File: src/rtl/tnn_pkg.sv
// Shared types for the TNN classifier front-end: feature sizing, vector type and sequencer states.
package tnn_pkg;

    localparam int unsigned FEAT_W = 3;
    localparam int unsigned N_FEAT = 6;

    typedef logic [FEAT_W-1:0]  feat_t;
    typedef feat_t [N_FEAT-1:0] feat_vec_t;

    typedef enum logic [1:0] {
        COLLECT,
        EVAL,
        HOLD
    } state_t;

endpackage

File: src/rtl/tnn_result_hold.sv
// Output holding register: captures one decision, presents it over valid/ready
// and advances the sample index on each consume.
module tnn_result_hold #(
    parameter int unsigned IDX_W = 16
) (
    input  logic             clk,
    input  logic             rst_n,
    input  logic             load,
    input  logic             load_class,
    input  logic             load_err,
    input  logic             out_ready,
    output logic             out_valid,
    output logic             out_class,
    output logic             out_err,
    output logic [IDX_W-1:0] out_idx
);

    logic consume;

    assign consume = out_valid & out_ready;

    always_ff @(posedge clk or negedge rst_n) begin
        if (!rst_n) begin
            out_valid <= 1'b0;
            out_class <= 1'b0;
            out_err   <= 1'b0;
            out_idx   <= '0;
        end else begin
            if (load) begin
                out_valid <= 1'b1;
                out_class <= load_class;
                out_err   <= load_err;
            end else if (consume) begin
                out_valid <= 1'b0;
                out_idx   <= out_idx + 1'b1;
            end
        end
    end

endmodule

File: src/rtl/tnn_sample_sequencer.sv
// Per-core front-end: assembles six 3-bit features, drives the core, waits CLS_LAT
// cycles and returns the sampled decision with index and framing-error flag.
module tnn_sample_sequencer
    import tnn_pkg::*;
#(
    parameter int unsigned CLS_LAT = 1,
    parameter int unsigned IDX_W   = 16
) (
    input  logic              clk,
    input  logic              rst_n,
    input  logic              in_valid,
    output logic              in_ready,
    input  logic [FEAT_W-1:0] in_feat,
    input  logic              in_last,
    output logic [FEAT_W-1:0] feat_a,
    output logic [FEAT_W-1:0] feat_b,
    output logic [FEAT_W-1:0] feat_c,
    output logic [FEAT_W-1:0] feat_d,
    output logic [FEAT_W-1:0] feat_e,
    output logic [FEAT_W-1:0] feat_f,
    input  logic              cls_in,
    output logic              out_valid,
    input  logic              out_ready,
    output logic              out_class,
    output logic              out_err,
    output logic [IDX_W-1:0]  out_idx
);

    localparam logic [2:0] LAST_SLOT = 3'(N_FEAT - 1);
    localparam logic [3:0] LAT_M1    = 4'(CLS_LAT - 1);

    state_t     state, state_nxt;
    feat_vec_t  slots;
    logic [2:0] ptr;
    logic [3:0] cnt;
    logic       err_q;
    logic       accept;
    logic       frame_end;
    logic       load;

    // Gate with rst_n so no beat looks accepted while reset is held.
    assign in_ready  = (state == COLLECT) & rst_n;
    assign accept    = in_valid & in_ready;
    assign frame_end = accept & (in_last | (ptr == LAST_SLOT));
    assign load      = (state == EVAL) & (cnt == '0);

    always_ff @(posedge clk or negedge rst_n) begin
        if (!rst_n) begin
            state <= COLLECT;
        end else begin
            state <= state_nxt;
        end
    end

    always_comb begin
        state_nxt = state;
        unique case (state)
            COLLECT: if (frame_end) state_nxt = EVAL;
            EVAL:    if (cnt == '0) state_nxt = HOLD;
            HOLD:    if (out_ready) state_nxt = COLLECT;
            default: state_nxt = COLLECT;
        endcase
    end

    always_ff @(posedge clk or negedge rst_n) begin
        if (!rst_n) begin
            slots <= '0;
            ptr   <= '0;
            cnt   <= '0;
            err_q <= 1'b0;
        end else begin
            unique case (state)
                COLLECT: begin
                    if (accept) begin
                        // Early in_last zero-fills the unwritten tail slots on the same edge.
                        for (int unsigned i = 0; i < N_FEAT; i++) begin
                            if (in_last && (3'(i) > ptr)) slots[i] <= '0;
                        end
                        slots[ptr] <= in_feat;
                        if (frame_end) begin
                            ptr   <= '0;
                            cnt   <= LAT_M1;
                            err_q <= ~(in_last & (ptr == LAST_SLOT));
                        end else begin
                            ptr <= ptr + 1'b1;
                        end
                    end
                end
                EVAL: begin
                    if (cnt != '0) cnt <= cnt - 1'b1;
                end
                HOLD: begin
                    if (out_ready) begin
                        slots <= '0;
                        ptr   <= '0;
                    end
                end
                default: ;
            endcase
        end
    end

    assign feat_a = slots[0];
    assign feat_b = slots[1];
    assign feat_c = slots[2];
    assign feat_d = slots[3];
    assign feat_e = slots[4];
    assign feat_f = slots[5];

    tnn_result_hold #(
        .IDX_W(IDX_W)
    ) u_hold (
        .clk        (clk),
        .rst_n      (rst_n),
        .load       (load),
        .load_class (cls_in),
        .load_err   (err_q),
        .out_ready  (out_ready),
        .out_valid  (out_valid),
        .out_class  (out_class),
        .out_err    (out_err),
        .out_idx    (out_idx)
    );

endmodule

File: config.mk
export PLATFORM = sky130hd
export DESIGN_NAME = tnn_sample_sequencer
export DESIGN_NICKNAME = d
export VERILOG_FILES = /design/src/rtl/tnn_pkg.sv /design/src/rtl/tnn_result_hold.sv /design/src/rtl/tnn_sample_sequencer.sv
export SDC_FILE = /design/constraint.sdc
export NUM_CORES = 1
export LEC_CHECK = 0
export BUFFER_PORTS_ARGS = -buffer_cell sky130_fd_sc_hd__buf_4
export CAP_MARGIN = 20
export CORE_MARGIN = 10
export CORE_UTILIZATION = 40
export DETAILED_ROUTE_END_ITERATION = 7
export GPL_TIMING_DRIVEN = 0
export HOLD_SLACK_MARGIN = 0.03
export PLACE_DENSITY_LB_ADDON = 0.05
export SYNTH_ARGS = -nofsm -noshare
export SYNTH_HDL_FRONTEND = slang
export SYNTH_SLANG_ARGS = --single-unit
File: constraint.sdc
create_clock -name clk -period 1.6 [get_ports clk]
set_input_delay 0.08 -clock clk [delete_from_list [all_inputs] [get_ports clk]]
set_output_delay 0.08 -clock clk [all_outputs]
set_load 0.005 [all_outputs]
== Word-level counts from Yosys, hierarchy flattened ==
Index checks and enable logic that the tools add are counted.
W data, S select, Z words.

* Div/mod/pow operators: 0
* Equality and inequality tests: 8
* Add/sub/neg operators: 3
* Muxes and demuxes: 38
* Shift operators: 0
* $mul: 0
* Order comparisons: 8
* Reduce and logical (&&, ||, !) cells: 18
* Bitwise logic cells: 9

{| class="wikitable"
|+ Operators with widths
! kind !! count
|-
| $mux W3 || 22
|-
| $mux W18 || 2
|-
| $pmux W18 S2 || 1
|-
| $bwmux W18 || 1
|-
| $add A16 B1 Y16 const B || 1
|-
| $mux W4 || 3
|-
| $demux W3 S3 || 1
|-
| $reduce_and A3 Y1 || 3
|-
| $pmux W4 S2 || 1
|-
| $logic_and A1 B1 Y1 || 7
|-
| $and A1 B1 Y1 || 6
|-
| $gt A1 B3 Y1 const A || 2
|-
| $gt A2 B3 Y1 const A || 2
|-
| $gt A3 B3 Y1 const A || 2
|-
| $mux W2 || 3
|-
| $ne A2 B2 Y1 const B || 3
|-
| $pmux W2 S3 || 1
|-
| $pmux W3 S2 || 1
|-
| $reduce_bool A2 Y1 || 3
|-
| $logic_not A4 Y1 || 1
|-
| $lt A3 B4 Y1 const B || 1
|-
| $ne A2 B1 Y1 const B || 2
|-
| $reduce_and A4 Y1 || 1
|-
| $reduce_bool A4 Y1 || 1
|-
| 11 further kinds || 13
|}

* Word-level logic and storage cells: 98
* Bits in latches: 0
* Memories: 0
* Register bits: 47
* Output and inout bits: 38
* Bits of input ports: 9
* Memory bits (read-only): 0
* Bits in writable memories: 0

== Longest topological paths before layout ==
* Depth after elaboration: 8
* Mapped depth: 7
* Depth with buffers taken out: 6

== Modules after synthesis ==
A second synthesis with hierarchy kept.

* Cells, all modules: 196
* Area, all modules: 2190.9 um^2

{| class="wikitable"
|+ Modules (own cells, without submodules)
! module !! sequential area each (um^2) !! instances !! area each (um^2) !! cells each
|-
| tnn_sample_sequencer || 700.7 || 1 || 1335.0 || 127
|-
| tnn_result_hold || 475.5 || 1 || 855.8 || 69
|}

== Worst setup path after synthesis ==
OpenSTA, ideal clock, no wires.

* Path kind: reg2reg
* Start point: reg cnt[0]
* End point: reg u_hold.out_idx[8]
* Stages on the path, launching flop included: 7
* Path slack: 0.079 ns
* Library setup time: 0.079 ns
* Arrival time: 1.442 ns
* Period minus slack after synthesis: 1.521 ns
* Buffers on the path: 0
* Data required time: 1.521 ns
* Cell sequence: dfrtp_1 -> inv_1 -> ha_1 -> nor3b_2 -> a211oi_2 -> and3_1 -> xor2_1

* Longest elaborated chain between the ends: 4

{| class="wikitable"
|+ Ends and longest elaborated chain
! element !! RTL line !! source
|-
| start, declared || tnn_sample_sequencer.sv:35 || <nowiki>logic [3:0] cnt;</nowiki>
|-
| start signal, assigned || tnn_sample_sequencer.sv:90 || <nowiki>if (cnt != '0) cnt <= cnt - 1'b1;</nowiki>
|-
| $logic_not A4 Y1 || tnn_sample_sequencer.sv:45 || <nowiki>assign load = (state == EVAL) & (cnt == '0);</nowiki>
|-
| $and A1 B1 Y1 || tnn_sample_sequencer.sv:45 ||
|-
| $not A1 Y1 (no source line) || n/a ||
|-
| $reduce_and A2 Y1 (no source line) || n/a ||
|-
| end signal, assigned || tnn_result_hold.sv:35 || <nowiki>out_idx <= out_idx + 1'b1;</nowiki>
|-
| end, declared || tnn_result_hold.sv:15 || <nowiki>output logic [IDX_W-1:0] out_idx</nowiki>
|}

No other way between the ends.
A chain may end at the register's enable or synchronous reset.

== Final worst setup path ==
* Start point: reg cnt[0]
* End point: reg u_hold.out_idx[9]

The elaborated chain is that of the path after synthesis.

==> metrics <==
cell count after synthesis=around 200; share of flip-flops with an asynchronous set or reset after synthesis=100%; max-slew violation count=0; row cnt=26; CORE AREA=5240 µm²; Post-Syn Nets=about 220; number of failing setup endpoints in the final timing report=0; maximum vdd drop=0.769 mV; mean area per synthesized cell=11.0 µm²; met1 Usage GRT=approximately 15%; power per cell area=between 1000 and 1500 nW/µm²; endpoint class of the critical path=flop; number of vias per cell=~5.1; logic depth of the worst register-to-register path=6; initial core utilization=a little over two fifths; unrepaired setup endpoints after global routing=true; FMAX=~630 MHz; startpoint of the worst register-to-register path=cnt[0]; Iteration-0 DRC Markers=80; post-synthesis cell type with the largest combined area=dfrtp_1; number of enable-type register cells in the synthesized netlist=0; area of the die=slightly below 9000 µm²; failing checks=negative hold slack; critical path class=flop to flop; Hold WC Path Type=primary input to asynchronous set/reset pin; clock period minus final worst setup slack=roughly 1.6 ns; number of warnings reported in the yosys synthesis log=0; Routability Congestion=about 0.74; number of buffers added to fix hold violations after cts=3; number of buffers on the longest clock path=2; I/O pin count=47; insertion delay to the later sink of the worst-skew pair=0.30 ns; most frequent cells in the layout=56 x buf_4, 45 x dfrtp_1, 15 x o21ai_0; reg-to-reg endpoint=u_hold.out_idx[9]; filler instances=~460; final net count=~280; busiest grt layer=met2; global-route wire length before repair=8540 µm; number of antenna violations at the first check in global routing=0; pre-CTS setup slack=-0.320 ns; most common cell after layout, fill and taps aside=buf_4; fraction of the cycle the final worst path needs=around 100%; fin util=56.3%; vias in the first global route=1726; clock sink count=47; Worst EP arrival=around 1.8 ns; Layout Area Growth over Synthesis=33.8%; root buffer selected by CTS=clkbuf_8; final routed wire length divided by cell count=roughly 16 µm; chip height=roughly 94 µm; worst path bufs/invs=1; Die Span X=approximately 94 µm; remaining global-route overflow=0; type of origin of the critical path=flop; met3 routing resource usage after global routing=approximately 4.1%; TritonCTS clock tree=yes; Setup Skew=roughly 0.0073 ns; final critical-path setup slack=approximately 0.0013 ns; Leakage Power=between 1 and 1.5 nW; CP max stage delay=~0.4 ns; global-route track usage on met2=between 10% and 20%; share of layout cells above drive strength 1=35.8%; clock-pin slew reported for the worst setup and hold paths after clock tree synthesis=~0.080 ns; Top FF cell, synth=dfrtp_1; critical-path maximum fanout=5; max cap viols=0; detailed-routing iteration count for the pre-antenna-repair pass=4; Slowest cell on crit path=a211oi_4; hold violation total from the final report=47; share of synthesized area occupied by flip-flops and latches=roughly 53%; post-route setup TNS=0 ns; drt drc=0; category of cells accounting for the largest share of critical-path delay=compound AO/OA/AOI/OAI gates; flop-to-flop setup slack=approximately 0.0013 ns; final hold slack=-0.219 ns; critical path, cell by cell=inv_2 -> ha_4 -> nor3b_4 -> a211oi_4 -> nand4_1 -> xnor2_1; number of vias after detailed routing=approximately 1700; post-layout power=about 4.4 mW; origin of the worst setup path=cnt[0]; htree depth=2; DRT Wirelength=between 5000 and 6000 µm; Antenna Nets Post-Route=0; run status=complete, but fails checks; largest net degree at the start of global routing=between 50 and 60; count of different cell masters after synthesis=39; overall track demand over capacity in global routing=12.0%; register bit total from synthesis=47; headroom to the max-slew limit=roughly three fifths; IO Port Bufs=45; detailed placement HPWL=approximately 3700 µm; critical path data required time=about 1.8 ns; Yosys top cell area share=53.4%; main area contributors after synthesis=dfrtp_1 53%, xnor2_1 4.8%, o21ai_0 3.6%; CTS buffer count=5; number of antenna diodes=0; transition time of the tightest slew-check pin=0.611 ns; Synth Cell Area=2200 µm²
==> routing by layer <==
metal	vias up	part of all wire (%)
met5	-	0
met4	0	1.2
met3	7	6.5
met2	45	48
met1	833	44
li1	842	-
==> worst max path at each step <==
| stage | slack [ns] | endpoint | cells after the start |
|---|---|---|---|
| 2_1_floorplan | 0.08 | u_hold.out_idx[8] | 6 |
| 3_3_place_gp | -0.31 | feat_d[0] | 5 |
| 3_5_place_dp | -0.32 | feat_d[0] | 5 |
| 4_1_cts | -0.1 | u_hold.out_idx[8] | 6 |
| 5_1_grt | -0.09 | feat_e[1] | 4 |
| 6_report | 0.001 | u_hold.out_idx[9] | 6 |
==> worst register-to-register path, delay by kind of cell, from the launching register on <==
family | cells | cell delay, ns
simple gates | 2 | 0.35
xor+xnor | 1 | 0.14
compound gates | 1 | 0.42
buf+inv | 1 | 0.05
flops | 1 | 0.37
fa+ha+maj | 1 | 0.16
==> area by class of cell <==
cell class,count,area [µm²],share of cell area [%]
buffer,6,37.5,1.27
clock buffer,7,76.3,2.59
clock inverter,1,5.00,0.170
inverter,9,37.5,1.27
multi-input combinational,139,1070,36.3
sequential,47,1180,40.0
tap,70,87.6,2.97
timing repair buffer,59,454,15.4
==> per-stage QoR <==
stage               hold WS (ns)  cells  area (µm²)
global route              -0.175    338        2950
floorplan                 -0.216    201        2200
CTS                       -0.192    329        2790
finish                    -0.219    338        2950
detailed placement         0.136    316        2630
global placement           0.146    316        2630
==> cell usage after synthesis (all sizes together), types with 3 or more instances <==
| master | instances |
|---|---|
| nand2b | 4 |
| dfrtp | 47 |
| and3 | 3 |
| nor2 | 5 |
| xnor2 | 12 |
| a22o | 3 |
| o21ai | 16 |
| a32o | 3 |
| xor2 | 5 |
| ha | 5 |
| nand4 | 5 |
| nand2 | 16 |
| nor3b | 3 |
| inv | 9 |
| mux2 | 4 |
| mux2i | 3 |
| a21oi | 8 |
| nand3 | 14 |
| clkbuf | 3 |
| o2bb2ai | 6 |
| nor2b | 4 |
| buf | 3 |
==> where the power goes <==
group          switching, mW  total [mW]  internal, mW
combinational          0.909        1.86         0.952
clock                  0.387       0.695         0.307
sequential             0.296        1.83          1.53
==> state kept, by name (all words and copies together), names as in the netlist <==
register and count:
feat_d 3, u_hold.out_valid 1, feat_a 3, u_hold.out_class 1, err_q 1, feat_c 3, ptr 3, feat_b 3
u_hold.out_idx 16, state 2, feat_f 3, u_hold.out_err 1, cnt 4, feat_e 3
==> kinds of logic (layout without fill, tap and decap cells) <==
logic type	count (synthesis)	count (layout)	synth area share, %
AOI/OAI and AO/OA	44	44	13.7
xor gates and xnor gates	17	17	6.76
adders and majority gates	5	5	2.84
buffers and inverters	15	82	2.73
DFF	47	47	53.4
muxes	7	7	3.41
and+or+nand+nor	66	66	17.2
==> repair_timing <==
item	in CTS	in global routing
hold endpoints to repair	51	47
setup buffers	2	10
pin swaps	4	6
gates resized for setup	6	28
cloned	0	0
setup endpoints to repair	18	36
Note: power is estimated with default switching activity, not from simulation.
